## src/rtl/aobureg_pkg.sv

```systemverilog
// Shared types and constants for the backup-register APB sequencer.
//   seq_state_e   : top-level sequencer states
//   apb_phase_e   : phases of the single-transfer APB master
//   ADDR_STRIDE   : byte distance between consecutive backup registers
//   TOCNT_DEFAULT : default ACCESS-phase wait limit
package aobureg_pkg;

  typedef enum logic [2:0] {
    ST_IDLE,
    ST_SV_WAIT,
    ST_SV_SETUP,
    ST_SV_ACCESS,
    ST_RS_SETUP,
    ST_RS_ACCESS,
    ST_RS_OUT,
    ST_FIN
  } seq_state_e;

  typedef enum logic [1:0] {
    PH_IDLE,
    PH_SETUP,
    PH_ACCESS
  } apb_phase_e;

  localparam int unsigned ADDR_STRIDE   = 4;
  localparam int unsigned TOCNT_DEFAULT = 255;

endpackage

```

## src/rtl/aobureg_apbm.sv

```systemverilog
// Single-transfer APB master. A start pulse (only honoured when idle) latches
// wr/addr/wdata and runs one SETUP + ACCESS sequence. ACCESS ends on pready
// or after TOCNT cycles without it.
//   pclk, resetn        : clock, synchronous active-low reset
//   start_i/wr_i/addr_i/wdata_i : transfer request
//   done_o              : pulse in the ACCESS cycle that sees pready
//   err_o               : done_o qualified by pslverr
//   timeout_o           : pulse in the last ACCESS cycle without pready
//   rdata_o             : read data, valid with done_o
//   psel_o..pslverr_i   : APB master interface
module aobureg_apbm
  import aobureg_pkg::*;
#(
  parameter int unsigned AW    = 12,
  parameter int unsigned TOCNT = TOCNT_DEFAULT
) (
  input  logic          pclk,
  input  logic          resetn,
  input  logic          start_i,
  input  logic          wr_i,
  input  logic [AW-1:0] addr_i,
  input  logic [31:0]   wdata_i,
  output logic          done_o,
  output logic [31:0]   rdata_o,
  output logic          err_o,
  output logic          timeout_o,
  output logic          psel_o,
  output logic          penable_o,
  output logic          pwrite_o,
  output logic [AW-1:0] paddr_o,
  output logic [31:0]   pwdata_o,
  input  logic [31:0]   prdata_i,
  input  logic          pready_i,
  input  logic          pslverr_i
);

  // Down-counter loaded on entry to ACCESS; terminal count 0 marks the
  // TOCNT-th ACCESS cycle.
  localparam logic [15:0] WAIT_LOAD = 16'(TOCNT - 1);

  apb_phase_e    phase_q, phase_d;
  logic [15:0]   wait_q, wait_d;
  logic          wr_q, wr_d;
  logic [AW-1:0] addr_q, addr_d;
  logic [31:0]   wdata_q, wdata_d;

  always_ff @(posedge pclk) begin
    if (!resetn) begin
      phase_q <= PH_IDLE;
      wait_q  <= '0;
      wr_q    <= 1'b0;
      addr_q  <= '0;
      wdata_q <= '0;
    end else begin
      phase_q <= phase_d;
      wait_q  <= wait_d;
      wr_q    <= wr_d;
      addr_q  <= addr_d;
      wdata_q <= wdata_d;
    end
  end

  always_comb begin
    phase_d = phase_q;
    wait_d  = wait_q;
    wr_d    = wr_q;
    addr_d  = addr_q;
    wdata_d = wdata_q;
    case (phase_q)
      PH_IDLE: begin
        if (start_i) begin
          phase_d = PH_SETUP;
          wr_d    = wr_i;
          addr_d  = addr_i;
          wdata_d = wdata_i;
        end
      end
      PH_SETUP: begin
        phase_d = PH_ACCESS;
        wait_d  = WAIT_LOAD;
      end
      PH_ACCESS: begin
        if (pready_i || (wait_q == '0)) phase_d = PH_IDLE;
        else                            wait_d  = wait_q - 16'd1;
      end
      default: phase_d = PH_IDLE;
    endcase
  end

  assign psel_o    = (phase_q != PH_IDLE);
  assign penable_o = (phase_q == PH_ACCESS);
  assign pwrite_o  = wr_q;
  assign paddr_o   = addr_q;
  assign pwdata_o  = wdata_q;
  assign done_o    = penable_o & pready_i;
  assign err_o     = done_o & pslverr_i;
  assign timeout_o = penable_o & ~pready_i & (wait_q == '0);
  assign rdata_o   = prdata_i;

endmodule

```

## src/rtl/aobureg_seq.sv

```systemverilog
// Save/restore sequencer for the always-on backup-register file. A save
// streams up to REGCNT words from sv_* into consecutive registers over APB;
// a restore reads them back out on rs_*.
//   pclk, resetn           : clock, synchronous active-low reset
//   save_req/restore_req   : start pulses (save wins), len words (clamped)
//   busy/done/err          : status; err is sticky until the next request
//   sv_valid/sv_data/sv_ready : save input stream
//   rs_valid/rs_data/rs_ready : restore output stream
//   m_*                    : APB master toward the backup-register file
//
// state     | meaning
// IDLE      | waiting for a request
// SV_WAIT   | waiting for the next save word
// SV_SETUP  | APB write SETUP phase
// SV_ACCESS | APB write ACCESS phase
// RS_SETUP  | APB read SETUP phase
// RS_ACCESS | APB read ACCESS phase
// RS_OUT    | presenting a restored word until rs_ready
// FIN       | one-cycle done pulse
module aobureg_seq
  import aobureg_pkg::*;
#(
  parameter int unsigned REGCNT = 8,
  parameter int unsigned BASE   = 0,
  parameter int unsigned AW     = 12,
  parameter int unsigned TOCNT  = TOCNT_DEFAULT
) (
  input  logic                         pclk,
  input  logic                         resetn,
  input  logic                         save_req,
  input  logic                         restore_req,
  input  logic [$clog2(REGCNT+1)-1:0]  len,
  output logic                         busy,
  output logic                         done,
  output logic                         err,
  input  logic                         sv_valid,
  input  logic [31:0]                  sv_data,
  output logic                         sv_ready,
  output logic                         rs_valid,
  output logic [31:0]                  rs_data,
  input  logic                         rs_ready,
  output logic                         m_psel,
  output logic                         m_penable,
  output logic                         m_pwrite,
  output logic [AW-1:0]                m_paddr,
  output logic [31:0]                  m_pwdata,
  input  logic [31:0]                  m_prdata,
  input  logic                         m_pready,
  input  logic                         m_pslverr
);

  localparam int unsigned LW = $clog2(REGCNT + 1);
  localparam int unsigned IW = (REGCNT > 1) ? $clog2(REGCNT) : 1;

  seq_state_e    state_q, state_d;
  logic [LW-1:0] rem_q, rem_d, len_c;
  logic [IW-1:0] idx_q, idx_d;
  logic          err_q, err_d;
  logic [31:0]   rs_data_q, rs_data_d;

  logic          ap_start, ap_wr, ap_done, ap_err, ap_timeout;
  logic [AW-1:0] ap_addr;
  logic [31:0]   ap_rdata;

  always_ff @(posedge pclk) begin
    if (!resetn) begin
      state_q   <= ST_IDLE;
      rem_q     <= '0;
      idx_q     <= '0;
      err_q     <= 1'b0;
      rs_data_q <= '0;
    end else begin
      state_q   <= state_d;
      rem_q     <= rem_d;
      idx_q     <= idx_d;
      err_q     <= err_d;
      rs_data_q <= rs_data_d;
    end
  end

  always_comb begin
    state_d   = state_q;
    rem_d     = rem_q;
    idx_d     = idx_q;
    err_d     = err_q;
    rs_data_d = rs_data_q;
    len_c     = (len > LW'(REGCNT)) ? LW'(REGCNT) : len;
    case (state_q)
      ST_IDLE: begin
        if (save_req || restore_req) begin
          rem_d = len_c;
          idx_d = '0;
          err_d = 1'b0;
          if (len_c == '0)   state_d = ST_FIN;
          else if (save_req) state_d = ST_SV_WAIT;
          else               state_d = ST_RS_SETUP;
        end
      end
      ST_SV_WAIT:  if (sv_valid) state_d = ST_SV_SETUP;
      ST_SV_SETUP: state_d = ST_SV_ACCESS;
      ST_SV_ACCESS: begin
        if (ap_timeout || ap_err) begin
          err_d   = 1'b1;
          state_d = ST_FIN;
        end else if (ap_done) begin
          idx_d   = idx_q + IW'(1);
          rem_d   = rem_q - LW'(1);
          state_d = (rem_q == LW'(1)) ? ST_FIN : ST_SV_WAIT;
        end
      end
      ST_RS_SETUP: state_d = ST_RS_ACCESS;
      ST_RS_ACCESS: begin
        if (ap_timeout || ap_err) begin
          err_d   = 1'b1;
          state_d = ST_FIN;
        end else if (ap_done) begin
          rs_data_d = ap_rdata;
          state_d   = ST_RS_OUT;
        end
      end
      ST_RS_OUT: begin
        if (rs_ready) begin
          idx_d   = idx_q + IW'(1);
          rem_d   = rem_q - LW'(1);
          state_d = (rem_q == LW'(1)) ? ST_FIN : ST_RS_SETUP;
        end
      end
      ST_FIN:  state_d = ST_IDLE;
      default: state_d = ST_IDLE;
    endcase
  end

  // The master is kicked on the edge that enters a SETUP state so that its
  // SETUP phase coincides with ours; the address uses the updated index.
  assign ap_start = (state_d == ST_SV_SETUP) || (state_d == ST_RS_SETUP);
  assign ap_wr    = (state_d == ST_SV_SETUP);
  assign ap_addr  = AW'(BASE) + AW'(idx_d) * AW'(ADDR_STRIDE);

  aobureg_apbm #(
    .AW    (AW),
    .TOCNT (TOCNT)
  ) u_apbm (
    .pclk      (pclk),
    .resetn    (resetn),
    .start_i   (ap_start),
    .wr_i      (ap_wr),
    .addr_i    (ap_addr),
    .wdata_i   (sv_data),
    .done_o    (ap_done),
    .rdata_o   (ap_rdata),
    .err_o     (ap_err),
    .timeout_o (ap_timeout),
    .psel_o    (m_psel),
    .penable_o (m_penable),
    .pwrite_o  (m_pwrite),
    .paddr_o   (m_paddr),
    .pwdata_o  (m_pwdata),
    .prdata_i  (m_prdata),
    .pready_i  (m_pready),
    .pslverr_i (m_pslverr)
  );

  assign busy     = (state_q != ST_IDLE) && (state_q != ST_FIN);
  assign done     = (state_q == ST_FIN);
  assign err      = err_q;
  assign sv_ready = (state_q == ST_SV_WAIT);
  assign rs_valid = (state_q == ST_RS_OUT);
  assign rs_data  = rs_data_q;

endmodule

```

## config.mk

```make
export PLATFORM = sky130hd
export DESIGN_NAME = aobureg_seq
export DESIGN_NICKNAME = d
export VERILOG_FILES = /design/src/rtl/aobureg_pkg.sv /design/src/rtl/aobureg_apbm.sv /design/src/rtl/aobureg_seq.sv
export SDC_FILE = /design/constraint.sdc
export NUM_CORES = 1
export LEC_CHECK = 0
export ABC_AREA = 0
export ABC_CLOCK_PERIOD_IN_PS = 6850
export BUFFER_PORTS_ARGS = -buffer_cell sky130_fd_sc_hd__buf_2
export CORE_ASPECT_RATIO = 0.75
export CORE_MARGIN = 2
export CORE_UTILIZATION = 35
export DETAILED_ROUTE_END_ITERATION = 6
export GPL_ROUTABILITY_DRIVEN = 0
export HOLD_SLACK_MARGIN = 0.12
export PLACE_DENSITY_LB_ADDON = 0.08
export SLEW_MARGIN = 10
export SYNTH_ARGS = -nofsm -noshare
export SYNTH_HDL_FRONTEND = slang
export SYNTH_SLANG_ARGS = --single-unit
```

## constraint.sdc

```tcl
create_clock -name pclk -period 6.85 [get_ports pclk]
set_clock_uncertainty 0.15 [all_clocks]
set_input_delay 1.0275 -clock pclk [delete_from_list [all_inputs] [get_ports pclk]]
set_output_delay 1.0275 -clock pclk [all_outputs]
set_load 0.01 [all_outputs]
```

==> results of run 1 <==
[kinds of logic after synthesis]
kind of cell | after synthesis | synth area share (%)
flip-flops | 97 | 44.52
adder cells (fa/ha/maj) | 5 | 1.434
XOR/XNOR | 10 | 2.008
AND/OR/NAND/NOR | 233 | 24.24
multiplexers | 41 | 9.581
buffers and inverters | 53 | 6.856
other | 1 | 0.08598
AO/OA/AOI/OAI | 79 | 11.27
[flip-flops by register name, indices dropped and copies added (netlist names)]
name	flops
state_q	3
u_apbm.paddr_o	3
u_apbm.pwdata_o	32
err	1
u_apbm.pwrite_o	1
u_apbm.phase_q	2
rem_q	4
idx_q	3
u_apbm.wait_q	16
rs_data	32
[area by class of cell]
cell class,count,area (µm²)
Sequential cell,97,1942
Multi-Input combinational cell,377,2157
Tap cell,166,207.7
Timing Repair Buffer,154,780.7
Clock inverter,4,51.30
Inverter,12,45.04
Fill cell,1259,6782
Clock buffer,11,252.7
[final timing paths]
check,from,endpoint,depth (start not counted)
max,u_apbm.wait_q[0],u_apbm.paddr_o[4],8
min,rs_data[11],rs_data[11],2
max reg2reg,u_apbm.wait_q[0],u_apbm.paddr_o[4],8
min reg2reg,rs_data[11],rs_data[11],2
[cells in the mapped netlist (all sizes together) (4+ instances only)]
| cell | n |
|---|---|
| a21boi | 20 |
| a21oi | 31 |
| and2 | 5 |
| buf | 14 |
| clkbuf | 27 |
| dfxtp | 97 |
| ha | 5 |
| inv | 11 |
| mux2i | 38 |
| nand2 | 151 |
| nand2b | 5 |
| nand3 | 4 |
| nand3b | 4 |
| nand4 | 4 |
| nor2 | 21 |
| nor3 | 6 |
| nor4 | 5 |
| o21ai | 13 |
| or3 | 4 |
| or4 | 7 |
| xor2 | 7 |
[power by group through the flow]
stage               sequential (W)  clock [W]  combinational (W)
floorplan                 0.000658          0           0.000239
CTS                       0.000646   0.000529           0.000309
global placement          0.000657          0           0.000305
finish                    0.000647   0.000512           0.000307
detailed placement        0.000658          0           0.000308
global route              0.000653   0.000553           0.000341
[metrics by stage]
stage	cells	cell area [µm²]	util, %	total power, W	setup slack, ns
2_1_floorplan	527	4392	-	0.0008967	3.862
3_3_place_gp	806	5132	42.01	0.0009620	3.271
3_5_place_dp	806	5132	42.01	0.0009658	3.238
4_1_cts	821	5436	44.50	0.001484	3.497
5_1_grt	821	5436	44.50	0.001548	3.355
6_report	821	5436	44.50	0.001466	3.520
[per-layer routing]
layer  vias to the layer above  wire length, µm  track usage [%]
li1                       1986                -                -
met1                      1766             5083            20.45
met2                       132             4872            25.91
met3                         6             1042            7.290
met4                         0               67            3.722
met5                         -                0                0
[worst max-delay path, delay by kind of cell, from the launching register on]
kind	cells	cell delay, ns
simple gates	3	1.14
mux	2	0.97
compound gates	1	0.40
flops	1	0.33
fa+ha+maj	1	0.14
buf+inv	1	0.08
==> impl_results.md, run 1 <==
* GR Overflow Total at 0
* Top cells by area, synth: dfxtp_1, nand2_1, mux2i_1
* Core area at 12220 µm²
* Most frequent cells in the layout: nand2_1, buf_2, dfxtp_1, mux2i_1, a21oi_1
* Cell taking the most area after synthesis: dfxtp_1
* Die H at 100.7 µm
* Area Growth Syn to Fin at 24.64%
* Post-layout minimum cycle time at 3.330 ns
* Fin. Hold Viols at 0
* Via count at 3890
* Total of max-cap violations at 0
* First-pass GRT wire length at 17590 µm
* Setup violators final at 0
* Cells along the critical path: inv_1 > ha_1 > or3b_2 > or4_1 > a311o_1 > nand2_2 > mux2_4 > mux2_2
* Drt first pass iters at 4
* Resized Gates After CTS at 0
* CTS Buffer Depth at 2
* Power share of the sequential group at 44.1%
* Clock tree sinks at 97
* Top-area cell type share of the netlist area at 44.52%
* Clk_lat worst skew at 0.33 ns
* Slew @ Worst Pin at 1.060 ns
* Largest net degree at the start of global routing at 94
* Slew margin rel. at 28.57%
* Status: completed
* Post-CTS Setup Bufs at 0
* WL final at 11070 µm
* Number of global-route vias before repair at 3622
* CTS clk-pin slew, worst paths at 0.07 ns
* Net switching power at 0.0004224 W
* Max incr delay on CP at 0.59 ns
* Gr usage total at 16.29%
* Unique masters post-synth at 51
* Leakage at 2.376 nW
* Setup Crit Path Kind: reg2reg
* Initial Util at 35.70%
* Mapped Area at 4362 µm²
* Logic pwr share at 20.9%
* Sw Ratio at 28.82%
* Crit-path slowest cell: or4_1
* Pwr dens at 269.6 nW/µm²
* Crit start category: register
* Fin crit share at 48.61%
* Cell count after synthesis at 519
* Arr. time, crit path at 3.41 ns
* Seq/Total Area, Yosys at 44.52%
* Initial drt markers at 133
* Ratio of cells with drive above 1 in the final layout at 27.48%
* P_int at 0.001043 W
* IO Pins at 160
* Synthesized area per cell at 8.404 µm²
* Wire per inst at 13.48 µm
* DIE AREA at 13380 µm²
* Worst min-delay path class: reg2reg
* Initial antenna violation count at 0
* Reg2Reg Setup Slack at 3.52 ns
* Hold buffer count at CTS at 0
* Input/output buffers at 150
* H-tree depth at 3
* Achievable Freq at 300.3 MHz
* Vias per inst at 4.738
* Chip Width at 132.9 µm
* Synthesized flop and latch total at 97
* Yosys warns at 0
* Worst Path Max Fanout at 36
* CTS root buf: clkbuf_16
* Req. time, crit path at 6.93 ns
* CTS tree: built
* TritonCTS Buffers at 9
* Antenna viol nets, final at 0
* EDFF count, synth at 0
* RSZ-0062 raised after global routing: no
* DPL Wire Length at 7733 µm
* Primary FF master, synth: dfxtp_1
* Async SR Flop Fraction at 0%
* Nets at 732
* # DRC at 0
* Clock power share at 35.0%
* Max VDD drop at 123.3 µV
* Hold slack at 0.3000 ns
* Ant diodes at 0
* Crit path capture type: register
* Setup TNS at 0 ns
* Slew Viols, Final at 0
* Row count at 35
No activity file was read; power rests on OpenSTA's default activity.
==> inputs of run 2 (changes only) <==
Settings changed: ABC_CLOCK_PERIOD_IN_PS 6850 to 3010.
Clock period 6.85 ns to 3.01 ns, I/O delays scaled along.
==> run 2 against run 1 <==
Compared with the run above: final cell count rose by 1.2%; clock power rose by 110%; combinational power rose to 2.6 times the previous value; critical endpoint is now u_apbm.pwdata_o[29]; largest power group unchanged; routed wire length rose by 0.52%; largest cell class unchanged; final area rose by 1.5%.
==> impl_results.md, run 2 (synthesis gave the netlist of run 1 again) <==
* Status: completed
* DIE AREA at 13380 µm²
* CTS tree: built
* Achievable Freq at 350.1 MHz
* Nets at 741
* Cells along the critical path: inv_1 > ha_1 > or3b_2 > or4_4 > a311o_1 > nand2_2 > mux2_4 > clkbuf_16 > mux2i_1
* CP delay by family, top: simple AND/OR/NAND/NOR gates
* Crit-path slowest cell: or4_4
* Setup WS post-layout at 0.1539 ns
* Total of max-cap violations at 0
* Initial drt markers at 152
* Arr. time, crit path at 2.94 ns
* Ratio of cells with drive above 1 in the final layout at 28.72%
* Logic pwr share at 23.6%
* CTS root buf: clkbuf_16
* # DRC at 0
* Dpl cell area at 5205 µm²
* Die H at 100.7 µm
* WL final at 11120 µm
* Post-Place Cells at 814
* Via count at 3938
* H-tree depth at 3
* Initial antenna violation count at 1
* Setup violators final at 0
* Crit path capture type: register
* Drt first pass iters at 4
* Clock power share at 32.3%
* Power share of the sequential group at 44.1%
* Post-layout minimum cycle time at 2.856 ns
* Gr usage total at 16.70%
* CTS Buffer Depth at 2
* Hold slack at 0.1916 ns
* Clk_lat worst skew at 0.34 ns
* Ant diodes at 0
* DPL Wire Length at 8009 µm
* Fin crit share at 94.89%
* Hold buffer count at CTS at 0
* Max incr delay on CP at 0.49 ns
* Sw Ratio at 30.18%
* Post-Layout Cell Count at 831
* Row count at 35
* Leakage at 2.411 nW
* Number of global-route vias before repair at 3755
* Wire per inst at 13.38 µm
* Setup Crit Path Kind: reg2reg
* Worst Path Max Fanout at 12
* Net switching power at 0.001004 W
* Setup TNS at 0 ns
* Slew margin rel. at 44.92%
* CTS clk-pin slew, worst paths at 0.07 ns
* Pwr dens at 603.1 nW/µm²
* Req. time, crit path at 3.09 ns
* Input/output buffers at 150
* First-pass GRT wire length at 17890 µm
* IO Pins at 160
* Initial Util at 35.70%
* TritonCTS Buffers at 9
* Final Instance Area at 5517 µm²
* Slew Viols, Final at 0
* P_int at 0.002323 W
* Fin. Hold Viols at 0
* Chip Width at 132.9 µm
* Area Growth Syn to Fin at 26.48%
* Largest net degree at the start of global routing at 93
* Slew @ Worst Pin at 0.8263 ns
* Clock tree sinks at 97
* Pre-CTS WS at 0.07229 ns
* Core area at 12220 µm²
* Antenna viol nets, final at 0
* GR Overflow Total at 0
* RSZ-0062 raised after global routing: no
* Most frequent cells in the layout: nand2_1, buf_2, dfxtp_1, mux2i_1, a21oi_1
* Crit start category: register
* Vias per inst at 4.739
* Buf+Inv Stages, Crit Path at 2
* Worst min-delay path class: in2reg
* Max VDD drop at 368.1 µV
## run 2: cell count changes in the layout (fill, tap and decap cells not counted), sizes merged
cell	delta
clkinv	+1
clkinvlp	+2
bufinv	-1
buf	+8
clkbuf	-1
inv	+1
## run 2: final cells by class
class                           count  area, µm²
Multi-Input combinational cell    377       2161
Fill cell                        1231       6701
Inverter                           12      45.04
Tap cell                          166      207.7
Clock inverter                      7      53.80
Sequential cell                    97       1942
Timing Repair Buffer              163      882.1
Clock buffer                        9      225.2
## run 2: power by group through the flow
stage	clock network, W	registers, W	logic, W
floorplan	0	0.00150	0.000543
global placement	0	0.00149	0.000748
detailed placement	0	0.00149	0.000755
CTS	0.00112	0.00147	0.000759
global route	0.00118	0.00148	0.000874
finish	0.00107	0.00147	0.000786
## run 2: what timing repair did
item | 4_1_cts | 5_1_grt
buffers inserted | 0 | 0
setup endpoints to repair | 0 | 28
resized for setup | 0 | 2
## run 2: final timing paths
check	cells past startpoint	end	slack [ns]	start
max reg2reg	9	u_apbm.pwdata_o[29]	0.15	u_apbm.wait_q[0]
min reg2reg	2	rs_data[11]	0.30	rs_data[11]
max	9	u_apbm.pwdata_o[29]	0.15	u_apbm.wait_q[0]
min	3	rs_data[31]	0.19	m_prdata[31]
## run 2: routing by layer
layer / part of all wire [%] / track usage (%)
met1: 46 / 20.57
met2: 44 / 26.54
met3: 8.7 / 7.240
met4: 1.1 / 5.211
met5: 0.099 / 0
## run 2: tightest hold or removal path, delay by kind of cell
family          cells  cell delay [ns]
simple gates        1             0.05
compound gates      1             0.05
buf+inv             1             0.09
## run 2: stage by stage
| stage | power (W) | utilization [%] |
|---|---|---|
| finish | 0.003327 | 45.15 |
| global route | 0.003535 | 45.15 |
| CTS | 0.003343 | 44.88 |
| detailed placement | 0.002250 | 42.60 |
| global placement | 0.002239 | 42.60 |
| floorplan | 0.002041 | - |
